### src/rtl/flit_input_buffer.sv
// rtl/flit_input_buffer.sv - per-port first-word-fall-through flit queue with registered credit
//
// Purpose:
//   Absorbs flits from the link (or an earlier router stage) into a circular
//   store of DEPTH slots. It presents the oldest stored flit combinationally
//   on out/out_valid. It returns a registered in_avail credit that guarantees
//   storage for any flit sent while it is high.
//
// Ports:
//   clk           rising-edge clock
//   rst           synchronous active-high reset
//   in            incoming flit
//   in_valid      upstream presents a flit this cycle
//   in_avail      registered credit: a flit presented now is guaranteed a slot
//   out           oldest stored flit, zero when empty
//   out_valid     buffer holds at least one flit
//   out_avail     downstream accepts out this cycle
//   occupancy     stored flit count, 0..DEPTH
//   overflow_err  sticky: in_valid arrived while full

module flit_input_buffer #(
  parameter int FLIT_SIZE = 64,
  parameter int DEPTH     = 4
) (
  input  logic                       clk,
  input  logic                       rst,
  input  logic [FLIT_SIZE-1:0]       in,
  input  logic                       in_valid,
  output logic                       in_avail,
  output logic [FLIT_SIZE-1:0]       out,
  output logic                       out_valid,
  input  logic                       out_avail,
  output logic [$clog2(DEPTH):0]     occupancy,
  output logic                       overflow_err
);

  localparam int AW = $clog2(DEPTH);
  localparam logic [AW:0] FULL = (AW+1)'(DEPTH);

  logic [FLIT_SIZE-1:0] mem [DEPTH];
  logic [AW-1:0]        wr_ptr;
  logic [AW-1:0]        rd_ptr;
  logic [AW:0]          count;
  logic [AW:0]          count_next;
  logic                 push;
  logic                 pop;
  logic                 full;

  assign full = (count == FULL);

  // Acceptance depends only on stored count, not on in_avail, so the single
  // post-reset cycle where in_avail is still 0 does not lose a flit.
  assign push = in_valid && !full && !rst;
  assign pop  = out_valid && out_avail && !rst;

  always_comb begin
    count_next = count + (AW+1)'(push) - (AW+1)'(pop);
  end

  // Storage is never cleared; out is masked to zero while empty instead.
  always_ff @(posedge clk) begin
    if (push) begin
      mem[wr_ptr] <= in;
    end
  end

  always_ff @(posedge clk) begin
    if (rst) begin
      wr_ptr       <= '0;
      rd_ptr       <= '0;
      count        <= '0;
      in_avail     <= 1'b0;
      overflow_err <= 1'b0;
    end else begin
      if (push) begin
        wr_ptr <= wr_ptr + AW'(1);
      end
      if (pop) begin
        rd_ptr <= rd_ptr + AW'(1);
      end
      count <= count_next;
      // Credit is derived from the post-update count, so a flit sent against
      // in_avail=1 always finds a free slot even if nothing drains.
      in_avail <= (count_next < FULL);
      if (in_valid && full) begin
        overflow_err <= 1'b1;
      end
    end
  end

  assign out_valid = (count != '0);
  assign out       = out_valid ? mem[rd_ptr] : '0;
  assign occupancy = count;

endmodule

### config.mk
export PLATFORM = sky130hd
export DESIGN_NAME = flit_input_buffer
export DESIGN_NICKNAME = d
export VERILOG_FILES = /design/src/rtl/flit_input_buffer.sv
export SDC_FILE = /design/constraint.sdc
export NUM_CORES = 1
export LEC_CHECK = 0
export ABC_AREA = 1
export CAP_MARGIN = 20
export CELL_PAD_IN_SITES_DETAIL_PLACEMENT = 1
export CELL_PAD_IN_SITES_GLOBAL_PLACEMENT = 2
export CORE_ASPECT_RATIO = 0.8
export CORE_MARGIN = 2
export CORE_UTILIZATION = 35
export CTS_BUF_LIST = sky130_fd_sc_hd__clkbuf_4 sky130_fd_sc_hd__clkbuf_8
export DETAILED_ROUTE_END_ITERATION = 8
export PLACE_DENSITY = 0.88
export SLEW_MARGIN = 40
export SYNTH_ARGS = -nofsm -noshare
export SYNTH_HDL_FRONTEND = slang
export SYNTH_SLANG_ARGS = --single-unit
### constraint.sdc
create_clock -name clk -period 4.61 [get_ports clk]
set_input_delay 1.1525 -clock clk [delete_from_list [all_inputs] [get_ports clk]]
set_output_delay 1.1525 -clock clk [all_outputs]
set_load 0.03 [all_outputs]
== After elaboration in Yosys (flattened, before gate mapping) ==
Memory sizes are Yosys's and may differ from the RTL's. A register that Yosys moved wholly into a read port is not among the register bits.
Cells that the tools add are included.

* Register bits: 9
* Bits in writable memories: 256
* Input port bits: 68
* Output and inout port bits: 70
* Word-level logic and storage cells: 25
* Memories kept: 1

* Add/sub/neg operators: 4
* $lt $le $gt $ge: 1
* Equal/unequal tests: 1
* Mux-type cells: 5
* Reduce and logical (&&, ||, !) cells: 8

{| class="wikitable"
|+ Memory list
! memory !! depth !! width !! read ports !! clocked after Yosys merged registers in !! write ports !! line !! source
|-
| mem || 4 || 64 || 1 || 1 || 1 || 40 || <nowiki>logic [FLIT_SIZE-1:0] mem [DEPTH];</nowiki>
|}

{| class="wikitable"
|+ Operators by type and width
! cell !! count
|-
| 64-bit two-way mux || 1
|-
| 1-bit logical AND || 5
|-
| 2-bit by 1-bit adder with 2-bit output (second input constant) || 2
|-
| 2-bit two-way mux || 2
|-
| 3-bit by 1-bit adder with 3-bit output || 1
|-
| 3-bit == test (second input constant) || 1
|-
| 3-bit < comparator (second input constant) || 1
|-
| 3-bit nonzero test || 1
|-
| 3-bit by 1-bit subtractor with 3-bit output || 1
|-
| 1-bit logical NOT || 2
|-
| 1-bit two-way mux || 2
|}

== Longest topological paths before layout ==
Gate-level depths: netlist (run 1).

* Depth after elaboration: 7
* Depth in mapped cells: 11
* Mapped depth without buffers: 11

== Least setup slack after synthesis (run 1) ==
OpenSTA, ideal clock, no wires.

* Path type: in2reg
* Start: input rst
* End: memory mem[0][0], enable pin
* Library setup time: 0.487 ns
* Arrival: 4.271 ns
* Data required time: 4.123 ns
* Setup slack: -0.147 ns
* Stages on the path: 4
* Path buffers: 1
* Cell sequence: clkbuf_1 inv_1 nand3_1 nor2_1

* Cells in the longest elaborated chain, start to end: 4

{| class="wikitable"
|+ Ends and longest elaborated chain
! item !! line !! source
|-
| from (decl) || 26 || <nowiki>input logic rst,</nowiki>
|-
| 1-bit logical NOT || 53 || <nowiki>assign push = in_valid && !full && !rst;</nowiki>
|-
| 1-bit logical AND || 53 ||
|-
| 1-bit two-way mux || 62 || <nowiki>if (push) begin</nowiki>
|-
| 1-bit two-way mux (implied by the code) || 63 || <nowiki>mem[wr_ptr] <= in;</nowiki>
|-
| to (decl) || 40 ||
|}

Every way passes these cells.

== Worst setup path after layout (run 1) ==
* Start: register count[1], in the netlist occupancy[1]
* End: output out[0]

* Cells in the longest elaborated chain, start to end: 2

{| class="wikitable"
|+ Ends and longest elaborated chain
! item !! line !! source
|-
| from (decl) || 43 || <nowiki>logic [AW:0] count;</nowiki>
|-
| from (signal assigned) || 81 || <nowiki>count <= count_next;</nowiki>
|-
| 3-bit nonzero test || 91 || <nowiki>assign out_valid = (count != '0);</nowiki>
|-
| 64-bit two-way mux || 92 || <nowiki>assign out = out_valid ? mem[rd_ptr] : '0;</nowiki>
|-
| to (decl) || 30 || <nowiki>output logic [FLIT_SIZE-1:0] out,</nowiki>
|}

Every way passes these cells.

==> results of run 1 <==
cells in the final DEF, fill, tap and decap left out:
cell,count
nand2_1,11
clkbuf_4,15
o21ai_1,10
clkbuf_8,45
dfxtp_2,1
xor2_1,1
nand3_1,4
a21oi_1,68
o21ai_0,119
buf_4,13
buf_12,3
clkinv_2,6
clkinvlp_4,2
clkinv_1,12
dfxtp_1,9
inv_2,1
fa_1,1
diode_2,1
inv_1,15
nor2_1,266
bufinv_16,2
ha_1,6
inv_4,1
nor2_4,4
clkdlybuf4s50_1,137
edfxtp_1,256
dfxtp_4,1
buf_6,1
xnor2_1,1
nand4_1,1
path summary, 6_finish.rpt:
kind,startpoint,end,slack (ns),depth (start not counted)
setup / recovery,occupancy[1]$_SDFF_PP0_,out[0],0.52,6
hold / removal,overflow_err$_SDFFE_PP0P_,overflow_err$_SDFFE_PP0P_,0.46,2
setup reg to reg,occupancy[1]$_SDFF_PP0_,in_avail$_SDFF_PP0_,2.13,10
hold reg to reg,overflow_err$_SDFFE_PP0P_,overflow_err$_SDFFE_PP0P_,0.46,2
power by group through the flow:
| stage | logic (W) | clock network, W | registers [W] |
|---|---|---|---|
| final | 0.00254 | 0.00204 | 0.00285 |
| after global routing | 0.00274 | 0.00221 | 0.00286 |
| after CTS | 0.00258 | 0.00211 | 0.00285 |
| after detailed placement | 0.00256 | 0 | 0.00290 |
| after global placement | 0.00253 | 0 | 0.00290 |
| after floorplan | 0.00156 | 0 | 0.00292 |
synthesized netlist by cell type:
master	number	area share, %
nor2_1	270	9.7
edfxtp_1	256	73
o21ai_0	119	5.7
a21oi_1	68	3.2
buf_6	16	1.7
inv_1	15	0.54
clkbuf_1	13	0.47
dfxtp_1	11	2.1
nand2_1	11	0.39
o21ai_1	10	0.48
buf_2	8	0.38
buf_4	6	0.43
ha_1	6	0.72
buf_1	5	0.18
nand3_1	4	0.19
inv_2	3	0.11
fa_1	1	0.19
nand4_1	1	0.060
xnor2_1	1	0.084
xor2_1	1	0.084
critical path: cells and delay by family, from the launching register on:
family | cells | cell delay, ns
and+or+nand+nor | 2 | 0.40
AOI/OAI and AO/OA | 1 | 0.09
buffers and inverters | 3 | 1.52
DFF | 1 | 0.36
sequential cells by signal (all words and copies together), names as in the netlist, named ones only:
name	cells
mem	256
occupancy	3
rd_ptr	2
wr_ptr	2
in_avail	1
overflow_err	1
per-stage QoR:
stage	area (µm²)	util (%)	TNS, ns	hold slack [ns]
floorplan	10500	-	-37.76	0.472
global placement	12200	41.5	0	0.450
detailed placement	12200	41.5	0	0.459
CTS	13100	44.5	0	0.468
global route	13100	44.5	0	0.491
finish	13100	44.5	0	0.457
kinds of logic after synthesis:
logic type | Yosys count | synth area share [%]
fa+ha+maj | 7 | 0.907
flops | 267 | 75.4
buf+inv | 66 | 3.82
compound gates | 197 | 9.40
xor+xnor | 2 | 0.167
simple gates | 286 | 10.3
area by class of cell:
class	count	area [µm²]	share of cell area (%)
clock inverter	21	145	1.11
clock buffer	60	732	5.59
tap	377	472	3.60
inverter	18	71.3	0.545
sequential	267	7910	60.5
antenna	1	2.50	0.0191
timing repair buffer	154	1540	11.8
multi-input combinational	492	2210	16.9
metal layers:
layer / vias to the layer above / global-route usage [%] / wire length [µm]
met3: 42 / 3.38 / 1180
met4: 0 / 4.51 / 410
met1: 3358 / 22.2 / 11800
met2: 149 / 26.8 / 12200
li1: 3219 / - / -
met5: - / 0 / 0
==> impl_metrics.yaml, run 1 <==
synthesis:
  synth-seq-cells: 267
  ys_types: 20
  synthCells: 825
  yosysSeqAreaShare_pct: 75.4
  syn_area_um2: 10500
  ys_warn_count: 0
  syn_nets: 900
  avgSynthCellArea_um2: 12.7
floorplan:
  design.die.area_um2: 31400
  core.rowCount: 56
  core_um2: 29400
  start_util_pct: 35.6
  io_pins: 138
  die_y_um: 159
  die_x_um: 198
routing:
  dr.pass1.iters: 4
  wl_per_cell_um: 18.4
  detail-route-antenna-nets: 0
  viasPerCell: 4.87
  drt_drc_violations_left: 0
  drtIter0Drc: 299
  vias: 6768
  wl_um: 25600
timing:
  slew_headroom_pct: 52.8
  hold_violations: 0
  rsz0062_at_grt: "false"
  drv_slew: 0
  setup_viol: 0
  fin_crit_ns: 4.09
  min_period_over_period_pct: 88.7
  fin_ws_ns: 0.520
  skew_ns: 0.0137
  max_freq_mhz: 245
  tightest_slew_ns: 0.706
cts:
  cts_resized: 0
  cts_made_buffers: 45
  clock-root-buffer: "clkbuf_8"
  cts_tree: "built"
  clkLatencyLatePin_ns: 0.53
  clock_path_buffers: 3
  cts.clk_slew.worst_paths_ns: 0.06
  htree_num_levels: 2
  cts.sinks: 267
  postCtsHoldBufs: 0
  cts_setup_buffers: 0
critical_path:
  startpoint_type: "register"
  cp_max_fo: 28
  crit_slowest_cell: "clkdlybuf4s50_1"
  worstPathArrival_ns: 2.94
  path_cells: "nor2_1 > nand2_1 > inv_2 > buf_4 > a21oi_1 > clkdlybuf4s50_1"
  cp-end-kind: "output pin"
  slowest_delay_ns: 0.60
  path_class: "register to output pin"
  required_ns: 3.46
pwr:
  combPwrFrac_pct: 34.2
  p_sw_share_pct: 35.1
  powerDensity_nw_per_um2: 568
  switching_power_w: 0.00261
  peakVddDrop_mv: 0.264
  total_power_w: 0.00744
  seqPwrFrac_pct: 38.4
  clockPowerShare_pct: 27.5
  p_int_w: 0.00483
  p_leak_nw: 4.41
layout:
  num-fill-cells: 3095
  stdcell_count: 1390
  drive_gt1_share_pct: 9.39
  area_delta_synth_final_pct: 24.8
  nets: 1053
run:
  drv_cap: 0
run_status:
  status: "complete, no violations"
global_routing:
  antenna_found_initial: 1
  track_usage_pct: 16.4
  grt_start_max_net_pins: 75
  gr-total-overflow: 0
  grt_pass1_wl_um: 39900
  grt_pass1_vias: 7261
placement:
  pre_cts_ws_ns: 0.856
  dp_cells: 1308
  gp_congestion: 0.700
  hpwlAfterDp_um: 14900
  port_buffers: 137
hold_path:
  worstHoldPathType: "register to register"
Power figures use the tool's default switching activity.
==> inputs of run 2 (changes only) <==
Settings changed: CORE_MARGIN 2 to not set, CTS_CLUSTER_DIAMETER set to 200.
==> impl_metrics.yaml, run 2 (synthesis results as in run 1) <==
run_status:
  status: "complete, no violations"
placement:
  gp_congestion: 0.708
  dp_cells: 1306
  dpl-instance-area_um2: 12200
  port_buffers: 137
  hpwlAfterDp_um: 14100
timing:
  rsz0062_at_grt: "false"
  fin_crit_ns: 3.99
  setup_viol: 0
  min_period_over_period_pct: 86.5
  max_freq_mhz: 251
  slew_headroom_pct: 59.0
  hold_violations: 0
  hold_ws_ns: 0.457
  tns_ns: 0
  skew_ns: 0.0235
  tightest_slew_ns: 0.614
  drv_slew: 0
cts:
  clkLatencyLatePin_ns: 0.54
  cts.sinks: 267
  postCtsHoldBufs: 0
  cts_tree: "built"
  cts_resized: 0
  clock-root-buffer: "clkbuf_8"
  cts_setup_buffers: 0
  clock_path_buffers: 3
  cts.clk_slew.worst_paths_ns: 0.06
  htree_num_levels: 2
  cts_made_buffers: 44
global_routing:
  grt_pass1_vias: 7130
  antenna_found_initial: 2
  track_usage_pct: 16.7
  grt_pass1_wl_um: 39000
  grt_start_max_net_pins: 128
  gr-total-overflow: 0
pwr:
  p_int_w: 0.00480
  p_sw_share_pct: 35.2
  powerDensity_nw_per_um2: 566
  combPwrFrac_pct: 34.1
  p_leak_nw: 4.41
  switching_power_w: 0.00260
  clockPowerShare_pct: 27.4
  seqPwrFrac_pct: 38.5
  peakVddDrop_mv: 0.349
floorplan:
  die_x_um: 196
  core.rowCount: 56
  core_um2: 29400
  design.die.area_um2: 30700
  die_y_um: 157
  io_pins: 138
  start_util_pct: 35.7
layout:
  multiInputGateArea_um2: 2210
  regArea_um2: 7910
  stdcell_count: 1386
  drive_gt1_share_pct: 9.61
  diodes: 0
  layout_common_cells: "nor2_1, edfxtp_1, clkdlybuf4s50_1"
  layout_commonest_cell: "nor2_1"
  regMostFlops: "mem"
  largest_reg_flops: 256
  nets: 1050
  area_delta_synth_final_pct: 24.6
  postLayoutCellArea_um2: 13100
  post-route-util_pct: 44.5
  num-fill-cells: 3069
routing:
  drtIter0Drc: 304
  vias: 6715
  viasPerCell: 4.84
  drt_drc_violations_left: 0
  detail-route-antenna-nets: 0
  wl_um: 25200
  wl_per_cell_um: 18.2
  dr.pass1.iters: 4
critical_path:
  worstPathArrival_ns: 2.83
  cp-end-kind: "output pin"
  rrSetupSlack_ns: 2.17
  r2r_start: "occupancy[1]$_SDFF_PP0_"
  cp_max_fo: 108
  r2r_end: "occupancy[2]$_SDFF_PP0_"
  endpoint: "out[45]"
  path_class: "register to output pin"
  worstRegToRegCells: 10
  startpoint_type: "register"
  required_ns: 3.46
hold_path:
  worstHoldPathType: "register to register"
run:
  drv_cap: 0
## run 2: cell count changes in the layout (fill, tap and decap cells not counted)
cell,before,now
clkinv_2,6,7
buf_12,3,4
buf_4,13,11
bufinv_16,2,1
clkinv_1,12,7
buf_6,1,0
diode_2,1,0
clkbuf_8,45,46
clkbuf_4,15,18
## run 2: layout make-up
type / count / area share [%]
Sequential cell: 267 / 60.5
Multi-Input combinational cell: 492 / 16.9
Timing Repair Buffer: 152 / 11.7
Clock buffer: 64 / 5.88
Tap cell: 377 / 3.61
Clock inverter: 16 / 0.775
Inverter: 18 / 0.546
## run 2: metal layers
| metal | up-vias | wire length [µm] | GRT usage (%) |
|---|---|---|---|
| met3 | 47 | 1040 | 3.43 |
| met1 | 3315 | 12000 | 22.3 |
| met5 | - | 11 | 0 |
| met2 | 144 | 11600 | 27.6 |
| li1 | 3207 | - | - |
| met4 | 2 | 471 | 5.10 |
## run 2: worst min path at each step
stage,start,end,slack [ns],cells after the start
final,overflow_err$_SDFFE_PP0P_,overflow_err$_SDFFE_PP0P_,0.46,2
after global routing,overflow_err$_SDFFE_PP0P_,overflow_err$_SDFFE_PP0P_,0.50,2
after CTS,overflow_err$_SDFFE_PP0P_,overflow_err$_SDFFE_PP0P_,0.47,2
after detailed placement,overflow_err$_SDFFE_PP0P_,overflow_err$_SDFFE_PP0P_,0.46,2
after global placement,overflow_err$_SDFFE_PP0P_,overflow_err$_SDFFE_PP0P_,0.46,2
after floorplan,wr_ptr[1]$_SDFFE_PP0P_,wr_ptr[1]$_SDFFE_PP0P_,0.47,2
## run 2: critical path, stage by stage, from the launching register on
cell and delay [ns]:
dfxtp_4 0.37, clkinv_2 0.23, buf_12 0.38, o21ai_0 0.19
a21oi_1 0.28, clkdlybuf4s50_1 0.73
## run 2: through the flow
stage                     worst slack (ns)  power, W
after global placement               0.964   0.00543
after CTS                            0.629   0.00752
after detailed placement             0.899   0.00546
final                                0.623   0.00740
after floorplan                     -0.147   0.00448
after global routing                 0.454   0.00778
## run 2: power by group through the flow
stage                     clock (W)  combinational (W)  sequential (W)
after floorplan                   0            0.00156         0.00292
after global placement            0            0.00253         0.00289
after detailed placement          0            0.00256         0.00290
after CTS                   0.00209            0.00257         0.00285
after global routing        0.00219            0.00273         0.00286
final                       0.00203            0.00253         0.00285
